File: src/rtl/pid_mac_seq_if.sv
// Operand/product handshake between the PID sequencer and mult32.
// Sign-magnitude operands out, sign-magnitude product and flags back.
`timescale 1ns/1ps
interface pid_mac_seq_if;
  logic [31:0] mult_num1;
  logic [31:0] mult_num2;
  logic        mult_start;
  logic [31:0] mult_product;
  logic        mult_done;
  logic        mult_ovf;

  modport master (
    output mult_num1,
    output mult_num2,
    output mult_start,
    input  mult_product,
    input  mult_done,
    input  mult_ovf
  );

  modport slave (
    input  mult_num1,
    input  mult_num2,
    input  mult_start,
    output mult_product,
    output mult_done,
    output mult_ovf
  );
endinterface

File: src/rtl/pid_mac_seq.sv
// Single-axis PID sequencer: error/integral/derivative, three
// multiplies through the shared mult32, saturating sum to out.
`timescale 1ns/1ps
module pid_mac_seq #(
  parameter logic signed [31:0] I_LIM = 32'sd1000000
) (
  input  logic               clk,
  input  logic               nrst,
  input  logic               en,
  input  logic               start,
  input  logic               clr_i,
  input  logic signed [31:0] setpoint,
  input  logic signed [31:0] meas,
  input  logic signed [31:0] kp,
  input  logic signed [31:0] ki,
  input  logic signed [31:0] kd,
  pid_mac_seq_if.master      mb,
  output logic signed [31:0] out,
  output logic               out_valid,
  output logic               busy,
  output logic               sat
);

  typedef enum logic [2:0] {
    IDLE,
    CALC,
    ISSUE,
    WAIT,
    OVF,
    SUM
  } state_t;

  localparam logic signed [34:0] S_MAX = 35'sd2147483647;
  localparam logic signed [34:0] S_MIN = -35'sd2147483648;

  function automatic logic signed [31:0] sat32(
    input logic signed [34:0] x
  );
    if (x > S_MAX)
      return 32'sh7fffffff;
    else if (x < S_MIN)
      return 32'sh80000000;
    else
      return x[31:0];
  endfunction

  function automatic logic signed [34:0] sx33(
    input logic signed [32:0] x
  );
    return {{2{x[32]}}, x};
  endfunction

  function automatic logic signed [34:0] sx32(
    input logic signed [31:0] x
  );
    return {{3{x[31]}}, x};
  endfunction

  // Most negative value has no 31-bit magnitude; pin it to max.
  function automatic logic [31:0] sm(
    input logic signed [31:0] x
  );
    logic [31:0] m;
    m = x[31] ? 32'(-x) : 32'(x);
    if (x == 32'sh80000000)
      return {1'b1, 31'h7fffffff};
    return {x[31], m[30:0]};
  endfunction

  function automatic logic signed [31:0] tc(
    input logic [31:0] p
  );
    logic signed [31:0] m;
    m = $signed({1'b0, p[30:0]});
    return p[31] ? -m : m;
  endfunction

  state_t             state;
  logic [1:0]         idx;
  logic signed [31:0] integ;
  logic signed [31:0] e_prev;
  logic signed [31:0] d_q;
  logic signed [31:0] prod_q;
  logic               prod_sign;
  logic signed [34:0] acc;
  logic [31:0]        num1_q;
  logic [31:0]        num2_q;
  logic               start_q;
  logic signed [31:0] out_q;
  logic               valid_q;
  logic               busy_q;
  logic               sat_q;

  logic signed [32:0] e_w;
  logic signed [31:0] e_n;
  logic signed [32:0] i_w;
  logic signed [32:0] lim;
  logic signed [31:0] i_n;
  logic signed [32:0] d_w;
  logic signed [31:0] d_n;
  logic signed [31:0] gain_sel;
  logic signed [31:0] term_sel;
  logic signed [31:0] term_v;
  logic signed [34:0] acc_n;

  assign e_w = $signed({setpoint[31], setpoint})
             - $signed({meas[31], meas});
  assign e_n = sat32(sx33(e_w));
  assign i_w = $signed({integ[31], integ})
             + $signed({e_n[31], e_n});
  assign lim = $signed({I_LIM[31], I_LIM});
  assign d_w = $signed({e_n[31], e_n})
             - $signed({e_prev[31], e_prev});
  assign d_n = sat32(sx33(d_w));

  always_comb begin
    i_n = i_w[31:0];
    if (i_w > lim)
      i_n = I_LIM;
    else if (i_w < -lim)
      i_n = -I_LIM;
  end

  // Operands for the next term once the current one retires.
  always_comb begin
    gain_sel = kd;
    term_sel = d_q;
    if (idx == 2'd0) begin
      gain_sel = ki;
      term_sel = integ;
    end
  end

  always_comb begin
    term_v = prod_q;
    if (mb.mult_ovf)
      term_v = prod_sign ? 32'sh80000001 : 32'sh7fffffff;
  end

  assign acc_n = acc + sx32(term_v);

  always_ff @(posedge clk or negedge nrst) begin
    if (!nrst) begin
      state     <= IDLE;
      idx       <= 2'd0;
      integ     <= '0;
      e_prev    <= '0;
      d_q       <= '0;
      prod_q    <= '0;
      prod_sign <= 1'b0;
      acc       <= '0;
      num1_q    <= '0;
      num2_q    <= '0;
      start_q   <= 1'b0;
      out_q     <= '0;
      valid_q   <= 1'b0;
      busy_q    <= 1'b0;
      sat_q     <= 1'b0;
    end else if (en) begin
      start_q <= 1'b0;
      valid_q <= 1'b0;
      unique case (state)
        IDLE: begin
          if (start) begin
            if (clr_i) begin
              integ  <= '0;
              e_prev <= '0;
            end
            busy_q <= 1'b1;
            state  <= CALC;
          end
        end
        CALC: begin
          integ   <= i_n;
          d_q     <= d_n;
          e_prev  <= e_n;
          acc     <= '0;
          idx     <= 2'd0;
          sat_q   <= 1'b0;
          num1_q  <= sm(kp);
          num2_q  <= sm(e_n);
          start_q <= 1'b1;
          state   <= ISSUE;
        end
        ISSUE: state <= WAIT;
        WAIT: begin
          if (mb.mult_done) begin
            prod_q    <= tc(mb.mult_product);
            prod_sign <= mb.mult_product[31];
            state     <= OVF;
          end
        end
        OVF: begin
          acc <= acc_n;
          if (mb.mult_ovf)
            sat_q <= 1'b1;
          if (idx != 2'd2) begin
            idx     <= idx + 2'd1;
            num1_q  <= sm(gain_sel);
            num2_q  <= sm(term_sel);
            start_q <= 1'b1;
            state   <= ISSUE;
          end else begin
            state <= SUM;
          end
        end
        SUM: begin
          out_q   <= sat32(acc);
          valid_q <= 1'b1;
          if (acc > S_MAX || acc < S_MIN)
            sat_q <= 1'b1;
          busy_q  <= 1'b0;
          state   <= IDLE;
        end
        default: state <= IDLE;
      endcase
    end
  end

  assign mb.mult_num1  = num1_q;
  assign mb.mult_num2  = num2_q;
  assign mb.mult_start = start_q & en;
  assign out           = out_q;
  assign out_valid     = valid_q & en;
  assign busy          = busy_q;
  assign sat           = sat_q;

endmodule

File: src/flat_wrapper.sv
// flat-port wrapper written by rule: the top's interface ports become plain ports
module pid_mac_seq_flat 
#(
  parameter logic signed [31:0] I_LIM = 32'sd1000000
)
  (clk, nrst, en, start, clr_i, setpoint, meas, kp, ki, kd, out, out_valid, busy, sat, mb_mult_num1, mb_mult_num2, mb_mult_start, mb_mult_product, mb_mult_done, mb_mult_ovf);
  pid_mac_seq_if mb_i ();
  input  logic clk;
  input  logic nrst;
  input  logic en;
  input  logic start;
  input  logic clr_i;
  input  logic signed [31:0] setpoint;
  input  logic signed [31:0] meas;
  input  logic signed [31:0] kp;
  input  logic signed [31:0] ki;
  input  logic signed [31:0] kd;
  output logic signed [31:0] out;
  output logic out_valid;
  output logic busy;
  output logic sat;
  output wire logic [$bits(mb_i.mult_num1)-1:0] mb_mult_num1;
  output wire logic [$bits(mb_i.mult_num2)-1:0] mb_mult_num2;
  output wire logic [$bits(mb_i.mult_start)-1:0] mb_mult_start;
  input wire logic [$bits(mb_i.mult_product)-1:0] mb_mult_product;
  input wire logic [$bits(mb_i.mult_done)-1:0] mb_mult_done;
  input wire logic [$bits(mb_i.mult_ovf)-1:0] mb_mult_ovf;
  assign mb_mult_num1 = mb_i.mult_num1;
  assign mb_mult_num2 = mb_i.mult_num2;
  assign mb_mult_start = mb_i.mult_start;
  assign mb_i.mult_product = mb_mult_product;
  assign mb_i.mult_done = mb_mult_done;
  assign mb_i.mult_ovf = mb_mult_ovf;
  pid_mac_seq #(.I_LIM(I_LIM)) u_core (.clk(clk), .nrst(nrst), .en(en), .start(start), .clr_i(clr_i), .setpoint(setpoint), .meas(meas), .kp(kp), .ki(ki), .kd(kd), .mb(mb_i), .out(out), .out_valid(out_valid), .busy(busy), .sat(sat));
endmodule
File: config.mk
export PLATFORM = sky130hd
export DESIGN_NAME = pid_mac_seq_flat
export DESIGN_NICKNAME = d
export VERILOG_FILES = /design/src/rtl/pid_mac_seq_if.sv /design/src/rtl/pid_mac_seq.sv /design/src/flat_wrapper.sv
export SDC_FILE = /design/constraint.sdc
export NUM_CORES = 1
export LEC_CHECK = 0
export ABC_AREA = 0
export BUFFER_PORTS_ARGS = -buffer_cell sky130_fd_sc_hd__clkbuf_2
export CAP_MARGIN = 25
export CORE_MARGIN = 2
export CORE_UTILIZATION = 33
export CTS_BUF_LIST = sky130_fd_sc_hd__clkbuf_8 sky130_fd_sc_hd__clkbuf_16
export DETAILED_ROUTE_END_ITERATION = 8
export PLACE_DENSITY = 0.61
export SLEW_MARGIN = 40
export SYNTH_ARGS = -nofsm -noshare
export SYNTH_HDL_FRONTEND = slang
export SYNTH_SLANG_ARGS = --single-unit
File: constraint.sdc
create_clock -name clk -period 7.1 [get_ports clk]
set_clock_uncertainty 0.2 [all_clocks]
set_input_delay 1.775 -clock clk [delete_from_list [all_inputs] [get_ports clk]]
set_output_delay 1.775 -clock clk [all_outputs]
set_load 0.05 [all_outputs]
### Yosys cells after proc, flatten, opt, wreduce, memory -nomap -nowiden

Cells that the tools add are included.

* register bits after elaboration: 269
* bits of input ports: 199
* output and inout bits: 100
* word-level logic and storage cells: 129

* $add $sub $neg: 10
* $lt $le $gt $ge: 8
* equal/unequal tests: 16
* mux-type cells: 62
* bitwise operators: 2
* reduce and logical (&&, ||, !) cells: 16

Operator list (number)
* $mux 32: 25
* $pmux 32 s2: 4
* $eq 32x32->1 const B: 4
* $mux 31: 4
* $neg 31->31: 4
* $pmux 35 s2: 1
* $gt 33x32->1 const B: 2
* $lt 33x32->1 const B: 2
* $sub 32x32->33: 2
* $add 35x32->35: 1
* $gt 35x32->1 const B: 1
* $lt 35x32->1 const B: 1
* $add 32x32->33: 1
* $gt 33x21->1 const B: 1
* $lt 33x21->1 const B: 1
* $neg 31->32: 1
* $mux 1: 19
* $pmux 3 s5: 1
* $reduce_and 3->1: 4
* $ne 2x2->1 const B: 5
* $mux 3: 3
* $reduce_and 4->1: 2
* $eq 3x2->1 const B: 2
* $eq 3x3->1 const B: 2
* 14 further kinds: 21

### Logic depth before layout (Yosys ltp)

Gate-level depths: netlist (run 1).

* word-level depth: 10
* mapped depth: 30
* mapped depth without buffers: 27

### Worst setup path after synthesis (run 1)

No wires, ideal clock.

* path type: input-to-reg
* from: in meas[8]
* to: reg u_core.integ[0]
* setup time: 0.067 ns
* data arrival time: 8.118 ns
* data required time: 6.833 ns
* path slack: -1.285 ns
* stages on the path: 29
* buffers on the path: 4
* cells stage by stage: inv_1 -> ha_1 -> clkbuf_1 -> nand4_1 -> nor3_1 -> a221o_1 -> a21oi_2 -> o31a_1 -> o21ai_1 -> xnor2_1 -> clkbuf_1 -> clkbuf_1 -> nand2_1 -> nand2_1 -> o21ai_0 -> ha_1 -> clkbuf_1 -> and4_1 -> and2_1 -> a22o_1 -> a211o_1 -> a211o_1 -> a211o_1 -> a2111oi_0 -> o2111ai_1 -> nor3_1 -> nand2b_1 -> a21oi_1 -> a22o_1

* word-level cells in the longest chain between the ends: 9
* elaborated cells between the ends (all ways): 11
* those cells by class: add/sub (2); order compare (4); mux (5)

RTL lines
* start, declared: RTL line flat_wrapper.sv:14 `input logic signed [31:0] meas;`
* $sub 32x32->33 (*): RTL line pid_mac_seq.sv:107 `- $signed({meas[31], meas});`
* $lt 33x32->1: RTL line pid_mac_seq.sv:41 `else if (x < S_MIN)`
* $mux 32: RTL line pid_mac_seq.sv:41
* $mux 32 (*): RTL line pid_mac_seq.sv:39 `if (x > S_MAX)`
* $add 32x32->33 (*): RTL line pid_mac_seq.sv:110 `+ $signed({e_n[31], e_n});`
* $lt 33x21->1: RTL line pid_mac_seq.sv:120 `else if (i_w < -lim)`
* $mux 32: RTL line pid_mac_seq.sv:120
* $mux 32 (*): RTL line pid_mac_seq.sv:118 `if (i_w > lim)`
* $pmux 32 s2 (*): RTL line pid_mac_seq.sv:162 `unique case (state)`
* end signal, assigned: RTL line pid_mac_seq.sv:174 `integ <= i_n;`
* end, declared: RTL line pid_mac_seq.sv:80 `logic signed [31:0] integ;`

Every way passes the cells marked *; elsewhere a longest branch is shown, timed or not.
A chain may end at the register's enable or synchronous reset.

### Final worst setup path (run 1)

* from: in meas[2]
* to: reg u_core.d_q[0]

* word-level cells in the longest chain between the ends: 8
* elaborated cells between the ends (all ways): 10
* those cells by class: add/sub (2); order compare (4); mux (4)

RTL lines
* $sub 32x32->33 (*): RTL line pid_mac_seq.sv:107
* $lt 33x32->1: RTL line pid_mac_seq.sv:41
* $mux 32: RTL line pid_mac_seq.sv:41
* $mux 32 (*): RTL line pid_mac_seq.sv:39
* $sub 32x32->33 (*): RTL line pid_mac_seq.sv:113 `- $signed({e_prev[31], e_prev});`
* $lt 33x32->1: RTL line pid_mac_seq.sv:41
* $mux 32: RTL line pid_mac_seq.sv:41
* $mux 32 (*): RTL line pid_mac_seq.sv:39
* end signal, assigned: RTL line pid_mac_seq.sv:175 `d_q <= d_n;`
* end, declared: RTL line pid_mac_seq.sv:82 `logic signed [31:0] d_q;`

Marked as above.

==> results of run 1 <==
==> repair_timing <==
item | 4_1_cts | 5_1_grt
cloned | 1 | 4
pin swaps | 72 | 69
buffers inserted | 35 | 14
setup endpoints to repair | 51 | 52
hold buffers | 0 | 0
resized for setup | 102 | 129
endpoints found under the hold margin | 0 | 0
==> flip-flops by register name, indices dropped and copies added (netlist names) <==
register and cells:
u_core.sat 1, u_core.busy 1, u_core.mb.mult_num1 32, u_core.mb.mult_num2 32
u_core.d_q 32, u_core.out 32, u_core.e_prev 32, u_core.idx 2
u_core.start_q 1, u_core.prod_q 32, u_core.integ 32, u_core.acc 35
u_core.valid_q 1, u_core.state 3, u_core.prod_sign 1
==> per-layer routing <==
layer | global-route usage [%] | share of wire, % | routed length, um
met1 | 30.5 | 45 | 38600
met2 | 37.3 | 46 | 39500
met3 | 3.30 | 6.6 | 5700
met4 | 6.11 | 2.5 | 2150
met5 | 0 | 0 | 0
==> synth_stat cells (9+ instances only) <==
master	instances	area, um^2
a22o_1	36	315
o41ai_1	16	140
ha_1	138	1730
o31ai_1	29	218
o22ai_1	58	363
nand2b_1	46	288
buf_1	9	33.8
or3_1	25	156
nor2b_1	12	75.1
a211oi_1	19	143
o32ai_1	16	140
o21ai_1	13	65.1
nor3_1	76	380
o2111ai_1	12	105
nor4_1	21	131
inv_1	155	582
and3_1	26	163
o21ai_0	391	1960
and2_1	23	144
maj3_1	20	200
clkbuf_1	142	533
a31oi_1	20	125
nand3_1	89	445
mux2i_1	50	500
o211ai_1	21	158
nand2_1	326	1220
dfrtp_1	269	6730
a21oi_1	185	926
xnor2_1	132	1160
a211o_1	15	131
or4_1	23	173
xor2_1	102	893
o32a_1	10	100
o21bai_1	10	75.1
o21a_1	32	240
nand4_1	21	131
a21o_1	82	616
mux2_2	10	113
or2_2	13	81.3
nor2_1	168	631
==> tightest hold or removal path: stages (launching register included) <==
cell and delay [ns]:
dfrtp_1 0.34, nand2_1 0.05, o21ai_0 0.06
==> cells by family after synthesis <==
| kind of cell | Yosys count | synth area share [%] |
|---|---|---|
| AOI/OAI and AO/OA | 1042 | 27.9 |
| xor gates and xnor gates | 234 | 8.76 |
| adders and majority gates | 162 | 8.57 |
| buffers and inverters | 312 | 5.04 |
| DFF | 269 | 28.8 |
| muxes | 60 | 2.62 |
| and+or+nand+nor | 902 | 18.4 |
==> final cells by class <==
class,count,area [um^2],share of cell area (%)
Clock buffer,42,983,3.05
Antenna cell,1,2.50,0.00775
Tap cell,940,1180,3.64
Timing Repair Buffer,831,5780,17.9
Inverter,156,613,1.90
Sequential cell,269,6730,20.8
Multi-Input combinational cell,2401,16800,52.0
Clock inverter,22,218,0.674
==> final timing paths <==
kind / endpoint / depth (start not counted) / slack, ns / from
min in group asynchronous: u_core.out[13] / 1 / 1.02 / nrst
max: u_core.d_q[0] / 31 / -0.23 / meas[2]
max reg2reg: u_core.mb.mult_num1[0] / 16 / 1.94 / u_core.idx[0]
max in group asynchronous: u_core.mb.mult_num2[15] / 2 / 4.47 / nrst
min: u_core.prod_q[13] / 2 / 0.27 / u_core.prod_q[13]
min reg2reg: u_core.prod_q[13] / 2 / 0.27 / u_core.prod_q[13]
==> through the flow <==
stage / hold slack (ns) / area, um^2
after global placement: 0.258 / 29800
final: 0.275 / 32300
after detailed placement: 0.266 / 29800
after global routing: 0.296 / 32300
after CTS: 0.280 / 31700
after floorplan: 0.242 / 24000
==> where the power goes <==
part	switching, mW	internal (mW)
Combinational	6.01	4.61
Sequential	0.564	2.17
Clock	0.766	1.11
==> qor.txt, run 1 <==
status - complete, but fails checks
failing checks - negative setup slack
Nets - 4036
antenna-violating nets left - 0
TritonCTS clock tree - built
Placer Congestion - 0.967
die area - 73100 um^2
Pwr Total - 15.2 mW
crit path time final - 7.33 ns
Post-Route WL - 85900 um
antenna violations before repair - 1
post-DR vias/cell - 5.41
core area - 70100 um^2
Avg Cell Area, Syn - 7.85 um^2
fillers - 7006
cell area after synthesis - 23400 um^2
HP Class - register to register
CTS Buf Count - 36
final core occ - 46.0%
initial core utilization - 33.4%
clk root buf - clkbuf_16
Ys Warns - 0
number of synthesized register bits - 269
Final setup viols - 51
Vias - 25.2k
CP bufs+invs - 10
final global-route overflow total - 0
vias in the first global route - 24.4k
P&R area growth vs syn - 38.0%
Placed Instances - 4548
CP delay by family, top - compound AO/OA/AOI/OAI gates
final cell count without fillers - 4662
worst endpoint required time - 7.33 ns
post-place setup slack - -0.934 ns
port bufs - 298
largest net degree at the start of global routing - 124
arrival time worst endpoint - 7.56 ns
highest clock rate - 136 MHz
crit path max-delay cell type - or4_4
commonest cells after routing, fill and taps aside - buf_4 (503), o21ai_0 (340), nand2_1 (315), clkbuf_2 (296), dfrtp_1 (269)
Chip Height - 270 um
Worst Path Max Fanout - 7
HPWL after DPL - 65600 um
Top cell by count, worst path - buf_4
Syn Nets - 3322
wire per inst - 18.4 um
MaxCap Viol Count - 0
Post-synth EDFFs - 0
asr flop ratio synth - 100%
clk sinks - 269
Max-slew headroom - 34.6%
Crit path largest cell delay - 0.58 ns
crit path kind - primary input to register
worst vdd ir - 213 uV
maximum level of the CTS H-tree - 2
Clock Pin Slew Worst Setup and Hold Paths - 0.06 ns
RSZ-0062 raised after global routing - yes
Synth Instances - 2981
die width - 270 um
Total GRT Usage - 22.5%
dominant synthesized flop cell - dfrtp_1
commonest non-fill, non-tap cell in the layout - buf_4
FP Rows - 97
Tightest Pin Transition - 0.970 ns
share of cells above drive strength 1 - 30.3%
CP Capture Type - register
DR DRC count - 0
Leak Pwr - 15.3 nW
Detailed Routing Iterations Pass 1 - 6
Final TNS setup - -5.47 ns
I/O pins - 299
initial DRC count - 1694
P per Cell Area - 472 nW/um^2
Worst setup SP type - primary input
sequential share of the synthesized area - 28.8%
Final Hold Vio Count - 0
Final Cycle Share - 103%
unique cell type count in the Yosys netlist - 83
Final Slew Violations - 0
clk buf depth - 3
final critical-path setup slack - -0.230 ns
first-pass GRT wire length - 133000 um
Clk Latency, worst-skew pair - 0.56 ns
Power figures use the tool's default switching activity.
==> run 2: changes to the inputs <==
- GPL_ROUTABILITY_DRIVEN: not set -> 0
- REMOVE_ABC_BUFFERS: not set -> 1
==> run 2 against run 1 <==
- the run still ends with negative setup slack left
- design area shrank 1.3%
- hold slack gained 0.0025 ns
- via count shrank 0.67%
- maximum frequency shrank 3.2%
- sequential cell count is the same
- clock-buffer cell count is the same
- non-clock buffer count shrank 17
- wire length shrank 4.6%
- global-route usage shrank 0.80 points
- sequential share of layout area grew 0.26 points
- worst setup slack lost 0.24 ns
==> qor.txt, run 2 (same netlist as run 1, synthesis figures left out) <==
largest net degree at the start of global routing - 121 (was 124)
Flop pwr share - 18.5% (was 18.0%)
clk root buf - clkbuf_16 (unchanged)
Nets - 4018 (was 4036)
TritonCTS clock tree - built (unchanged)
share of cells above drive strength 1 - 28.8% (was 30.3%)
maximum level of the CTS H-tree - 2 (unchanged)
commonest non-fill, non-tap cell in the layout - buf_4 (unchanged)
Largest register FFs - 35 (unchanged)
vias in the first global route - 24.1k (was 24.4k)
Final Hold Vio Count - 0 (unchanged)
CP bufs+invs - 6 (was 10)
Clock Pin Slew Worst Setup and Hold Paths - 0.06 ns (about the same)
first-pass GRT wire length - 130000 um (was 133000 um)
clk buf depth - 3 (unchanged)
die width - 270 um (unchanged)
antenna-violating nets left - 0 (unchanged)
Reg with most FFs - u_core.acc (unchanged)
arrival time worst endpoint - 7.85 ns (was 7.56 ns)
final global-route overflow total - 0 (unchanged)
Max-slew headroom - 43.7% (was 34.6%)
FP Rows - 97 (unchanged)
post-DR vias/cell - 5.40 (was 5.41)
wire per inst - 17.7 um (was 18.4 um)
RSZ-0062 raised after global routing - yes (unchanged)
worst endpoint required time - 7.38 ns (was 7.33 ns)
P per Cell Area - 462 nW/um^2 (was 472 nW/um^2)
Final Slew Violations - 0 (unchanged)
crit path kind - primary input to register (unchanged)
Worst setup SP type - primary input (unchanged)
Gate power share - 68.0% (was 69.7%)
Detailed Routing Iterations Pass 1 - 5 (was 6)
MaxCap Viol Count - 0 (unchanged)
Clock Power Share - 13.5% (was 12.3%)
antenna violations before repair - 1 (unchanged)
commonest cells after routing, fill and taps aside - buf_4 (489), o21ai_0 (351), nand2_1 (314), clkbuf_2 (296), dfrtp_1 (269) (was buf_4 (503), o21ai_0 (340), nand2_1 (315), clkbuf_2 (296), dfrtp_1 (269))
sw frac - 47.6% (was 48.2%)
crit path time final - 7.57 ns (was 7.33 ns)
Tightest Pin Transition - 0.835 ns (was 0.970 ns)
Total GRT Usage - 21.7% (was 22.5%)
post-place setup slack - -1.37 ns (was -0.934 ns)
Leak Pwr - 15.1 nW (was 15.3 nW)
Clk Latency, worst-skew pair - 0.55 ns (was 0.56 ns)
Final setup viols - 51 (unchanged)
HP Class - register to register (unchanged)
Sw Pwr - 7.00 mW (was 7.34 mW)
post-route cell area - 31900 um^2 (was 32300 um^2)
failing checks - negative setup slack (unchanged)
initial core utilization - 33.4% (unchanged)
final critical-path setup slack - -0.469 ns (was -0.230 ns)
diode count - 0 (was 1)
CTS Buf Count - 36 (unchanged)
worst vdd ir - 215 uV (was 213 uV)
highest clock rate - 132 MHz (was 136 MHz)
Chip Height - 270 um (unchanged)
crit path max-delay cell type - or4_4 (unchanged)
Vias - 25.1k (was 25.2k)
HPWL after DPL - 62400 um (was 65600 um)
Worst Path Max Fanout - 4 (was 7)
P&R area growth vs syn - 36.3% (was 38.0%)
CP delay by family, top - compound AO/OA/AOI/OAI gates (unchanged)
DR DRC count - 0 (unchanged)
initial DRC count - 1755 (was 1694)
Top cell by count, worst path - a211o_1 (was buf_4)
cell area after placement - 29300 um^2 (was 29800 um^2)
core area - 70100 um^2 (unchanged)
port bufs - 298 (unchanged)
Final Cycle Share - 107% (was 103%)
I/O pins - 299 (unchanged)
status - complete, but fails checks (unchanged)
internal cell power - 7.72 mW (was 7.89 mW)
Crit path largest cell delay - 0.52 ns (was 0.58 ns)
CP Capture Type - register (unchanged)
Post-Route WL - 82000 um (was 85900 um)
clk sinks - 269 (unchanged)
final core occ - 45.5% (was 46.0%)
Final TNS setup - -13.37 ns (was -5.47 ns)
die area - 73100 um^2 (unchanged)
## run 2: routing by layer
layer,global-route usage (%),routed length [um],up-vias
met5,0,8,-
met4,5.77,2300,2
met3,2.67,4330,130
met2,36.5,38500,706
met1,29.4,36900,12000
li1,-,-,12300
## run 2: worst reg2reg max path: stages (launching register included)
cell and delay, ns:
dfrtp_1 0.35, inv_1 0.15, ha_4 0.50, mux2i_1 0.40, ha_1 0.23, o21ai_0 0.14, or2_2 0.37, nor4_1 0.52
and2_1 0.30, nand3_1 0.15, nor2_1 0.25, nand3_1 0.14, o21ai_1 0.38, buf_4 0.29, or2_2 0.40, o22ai_1 0.16
a21oi_1 0.15
## run 2: through the flow
step                hold slack (ns)  total power, mW  std cells
floorplan                     0.242             8.42       2825
global placement              0.261             11.9       4546
detailed placement            0.270             11.9       4546
CTS                           0.282             14.3       4620
global route                  0.295             15.8       4643
finish                        0.277             14.7       4643
## run 2: power groups by stage
stage	combinational [mW]	sequential [mW]	clock [mW]
6_report	10.0	2.72	1.99
5_1_grt	10.9	2.80	2.09
4_1_cts	9.58	2.72	2.03
3_5_place_dp	9.21	2.73	0
3_3_place_gp	9.13	2.72	0
2_1_floorplan	5.14	3.28	0
## run 2: timing repair
action | CTS | global route
pin swaps | 42 | 42
resized for setup | 125 | 113
buffers inserted | 14 | 20
setup endpoints to repair | 52 | 52
hold buffers | 0 | 0
cloned | 0 | 3
## run 2: path summary, 6_finish.rpt
check	start	to	slack (ns)	cells after the start
worst min register to register	u_core.mb.mult_num1[28]	u_core.mb.mult_num1[28]	0.28	2
worst min-delay path	u_core.mb.mult_num1[28]	u_core.mb.mult_num1[28]	0.28	2
max in group asynchronous	nrst	u_core.e_prev[30]	4.37	2
worst max-delay path	meas[3]	u_core.integ[17]	-0.47	28
worst max register to register	u_core.idx[0]	u_core.mb.mult_num2[22]	1.97	16
min in group asynchronous	nrst	u_core.out[27]	1.05	1
## run 2: layout make-up
class	count	area, um^2
fill	7007	38300
multi-input combinational	2400	16500
sequential	269	6730
timing repair buffer	814	5570
tap	940	1180
clock buffer	42	995
inverter	156	588
clock inverter	22	284
==> run 3: changes to the inputs <==
- ABC_CLOCK_PERIOD_IN_PS: not set -> 7100
- GPL_TIMING_DRIVEN: not set -> 0
- TNS_END_PERCENT: not set -> 10
==> run 3 against run 2 <==
- the flow still finishes with violations (negative setup slack)
- total power shrank 7.4%
- worst setup slack improved by 0.070 ns
- highest routed layer unchanged
- core utilization down 3.2 points
- largest cell class unchanged
- wire length decreased by 5.4%
- cell count fell by 8.3%
- clock power is 3% lower
- non-clock buffer count is 389 lower
- hold slack worse by 0.0025 ns
- first-iteration DRC count is 4.4% higher
- critical path type unchanged
- critical path depth unchanged
- global-route usage is 1.2 points lower
==> qor.txt, run 3 (same netlist as run 1, synthesis figures left out) <==
status - complete, but fails checks (unchanged)
failing checks - negative setup slack (unchanged)
clk root buf - clkbuf_16 (unchanged)
Final Cycle Share - 106% (was 107%)
arrival time worst endpoint - 7.78 ns (was 7.85 ns)
Max-slew headroom - 40.8% (was 43.7%)
Reg with most FFs - u_core.acc (unchanged)
worst-case reg-to-reg path depth - 16 (unchanged)
fillers - 7152 (was 7007)
HP Class - register to register (unchanged)
final global-route overflow total - 0 (unchanged)
Leak Pwr - 13.4 nW (was 15.1 nW)
min-delay src - u_core.prod_q[13] (was u_core.mb.mult_num1[28])
Clock Pin Slew Worst Setup and Hold Paths - 0.06 ns (about the same)
Worst setup SP type - primary input (unchanged)
internal cell power - 6.91 mW (was 7.72 mW)
crit path time final - 7.50 ns (was 7.57 ns)
final critical-path setup slack - -0.399 ns (was -0.469 ns)
post-route cell area - 29700 um^2 (was 31900 um^2)
Pwr Total - 13.6 mW (was 14.7 mW)
P&R area growth vs syn - 26.7% (was 36.3%)
Flop pwr share - 19.8% (was 18.5%)
P per Cell Area - 460 nW/um^2 (was 462 nW/um^2)
port bufs - 298 (unchanged)
Worst Path Max Fanout - 6 (was 4)
Final setup viols - 51 (unchanged)
sw frac - 49.3% (was 47.6%)
commonest cells after routing, fill and taps aside - o21ai_0 (366), nand2_1 (313), clkbuf_2 (296), dfrtp_1 (269), inv_1 (159) (was buf_4 (489), o21ai_0 (351), nand2_1 (314), clkbuf_2 (296), dfrtp_1 (269))
share of cells above drive strength 1 - 22.1% (was 28.8%)
RR Startpoint - u_core.idx[0] (unchanged)
wire per inst - 18.2 um (was 17.7 um)
CTS Hold Bufs - 0 (unchanged)
hold depth - 2 (unchanged)
Gate power share - 65.9% (was 68.0%)
RSZ-0062 raised after global routing - yes (unchanged)
HPWL after DPL - 56400 um (was 62400 um)
TritonCTS clock tree - built (unchanged)
Detailed Routing Iterations Pass 1 - 6 (was 5)
die width - 270 um (unchanged)
Clk Latency, worst-skew pair - 0.56 ns (was 0.55 ns)
Sw Pwr - 6.72 mW (was 7.00 mW)
core area - 70100 um^2 (unchanged)
initial core utilization - 33.4% (unchanged)
post-place setup slack - -3.08 ns (was -1.37 ns)
CTS Buf Count - 37 (was 36)
largest net degree at the start of global routing - 62 (was 121)
clk sinks - 269 (unchanged)
FP Rows - 97 (unchanged)
first-pass GRT wire length - 123000 um (was 130000 um)
final cell count without fillers - 4257 (was 4643)
Chip Height - 270 um (unchanged)
antenna violations before repair - 4 (was 1)
antenna-violating nets left - 0 (unchanged)
Placed Instances - 4105 (was 4546)
Critical path origin - setpoint[2] (was meas[3])
final core occ - 42.3% (was 45.5%)
commonest non-fill, non-tap cell in the layout - o21ai_0 (was buf_4)
highest clock rate - 133 MHz (was 132 MHz)
vias in the first global route - 22.4k (was 24.1k)
initial DRC count - 1833 (was 1755)
clk buf depth - 3 (unchanged)
CP Capture Type - register (unchanged)
worst vdd ir - 205 uV (was 215 uV)
Vias - 23.6k (was 25.1k)
Tightest Pin Transition - 0.888 ns (was 0.835 ns)
Largest register FFs - 35 (unchanged)
maximum level of the CTS H-tree - 2 (unchanged)
DR DRC count - 0 (unchanged)
Clock Power Share - 14.2% (was 13.5%)
die area - 73100 um^2 (unchanged)
I/O pins - 299 (unchanged)
Post-Route WL - 77600 um (was 82000 um)
cell area after placement - 26200 um^2 (was 29300 um^2)
Final Slew Violations - 0 (unchanged)
Total GRT Usage - 20.5% (was 21.7%)
Final Hold Vio Count - 0 (unchanged)
post-DR vias/cell - 5.55 (was 5.40)
MaxCap Viol Count - 0 (unchanged)
worst endpoint required time - 7.38 ns (about the same)
crit path kind - primary input to register (unchanged)
Nets - 3632 (was 4018)
-- run 3: metrics by stage --
stage                     hold slack, ns   TNS, ns
after floorplan                    0.242   -145.63
after global placement             0.259  -1211.52
after detailed placement           0.269   -181.70
after CTS                          0.281     -9.98
after global routing               0.303    -24.86
final                              0.275    -13.11
-- run 3: repair_timing --
action / in CTS / in global routing
gates cloned: 4 / 0
resized for setup: 246 / 58
buffers inserted: 70 / 14
pin swaps: 79 / 34
setup endpoints to repair: 90 / 64
-- run 3: worst paths after layout --
| path | end | slack (ns) |
|---|---|---|
| max | u_core.integ[1] | -0.40 |
| min | u_core.prod_q[13] | 0.27 |
| max reg2reg | u_core.mb.mult_num2[22] | 1.99 |
| min reg2reg | u_core.prod_q[13] | 0.27 |
| max in group asynchronous | u_core.integ[19] | 4.08 |
| min in group asynchronous | u_core.out[25] | 0.97 |
-- run 3: area by class of cell --
type / count / area, um^2 / area share, %
clock inverter: 25 / 275 / 0.928
inverter: 156 / 614 / 2.07
multi-input combinational: 2402 / 17100 / 57.5
tap: 940 / 1180 / 3.97
antenna: 1 / 2.50 / 0.00844
timing repair buffer: 425 / 2840 / 9.57
clock buffer: 39 / 953 / 3.22
sequential: 269 / 6730 / 22.7
-- run 3: worst max-delay path, stage by stage --
cell and delay, ns:
clkbuf_2 0.11, ha_4 0.16, or2_4 0.25, o211a_4 0.26, o211a_4 0.24, or4_4 0.56
a211oi_4 0.27, buf_4 0.17, nand2_4 0.05, mux2i_4 0.18, buf_12 0.16, buf_6 0.11
buf_6 0.09, a21oi_4 0.05, ha_4 0.26, a211oi_4 0.28, nor3_4 0.08, o31a_1 0.32
a211o_1 0.36, a211o_1 0.28, a211o_1 0.31, a2111oi_4 0.33, o2111ai_2 0.21, nor3_4 0.24
buf_12 0.15, nand2b_4 0.07, a21oi_4 0.24, a22o_1 0.17
-- run 3: power groups by stage --
stage | Sequential (mW) | Combinational [mW] | Clock (mW)
after global routing | 2.78 | 9.84 | 2.05
after detailed placement | 2.70 | 7.84 | 0
after CTS | 2.69 | 8.69 | 1.99
final | 2.70 | 8.99 | 1.94
after global placement | 2.69 | 7.63 | 0
after floorplan | 3.28 | 5.14 | 0
-- run 3: layer usage --
layer	GRT usage [%]	up-vias	share of wire (%)
met5	0	-	0.040
li1	-	11500	-
met3	2.79	122	5.7
met2	34.7	680	47
met1	27.3	11300	44
met4	5.57	6	2.5
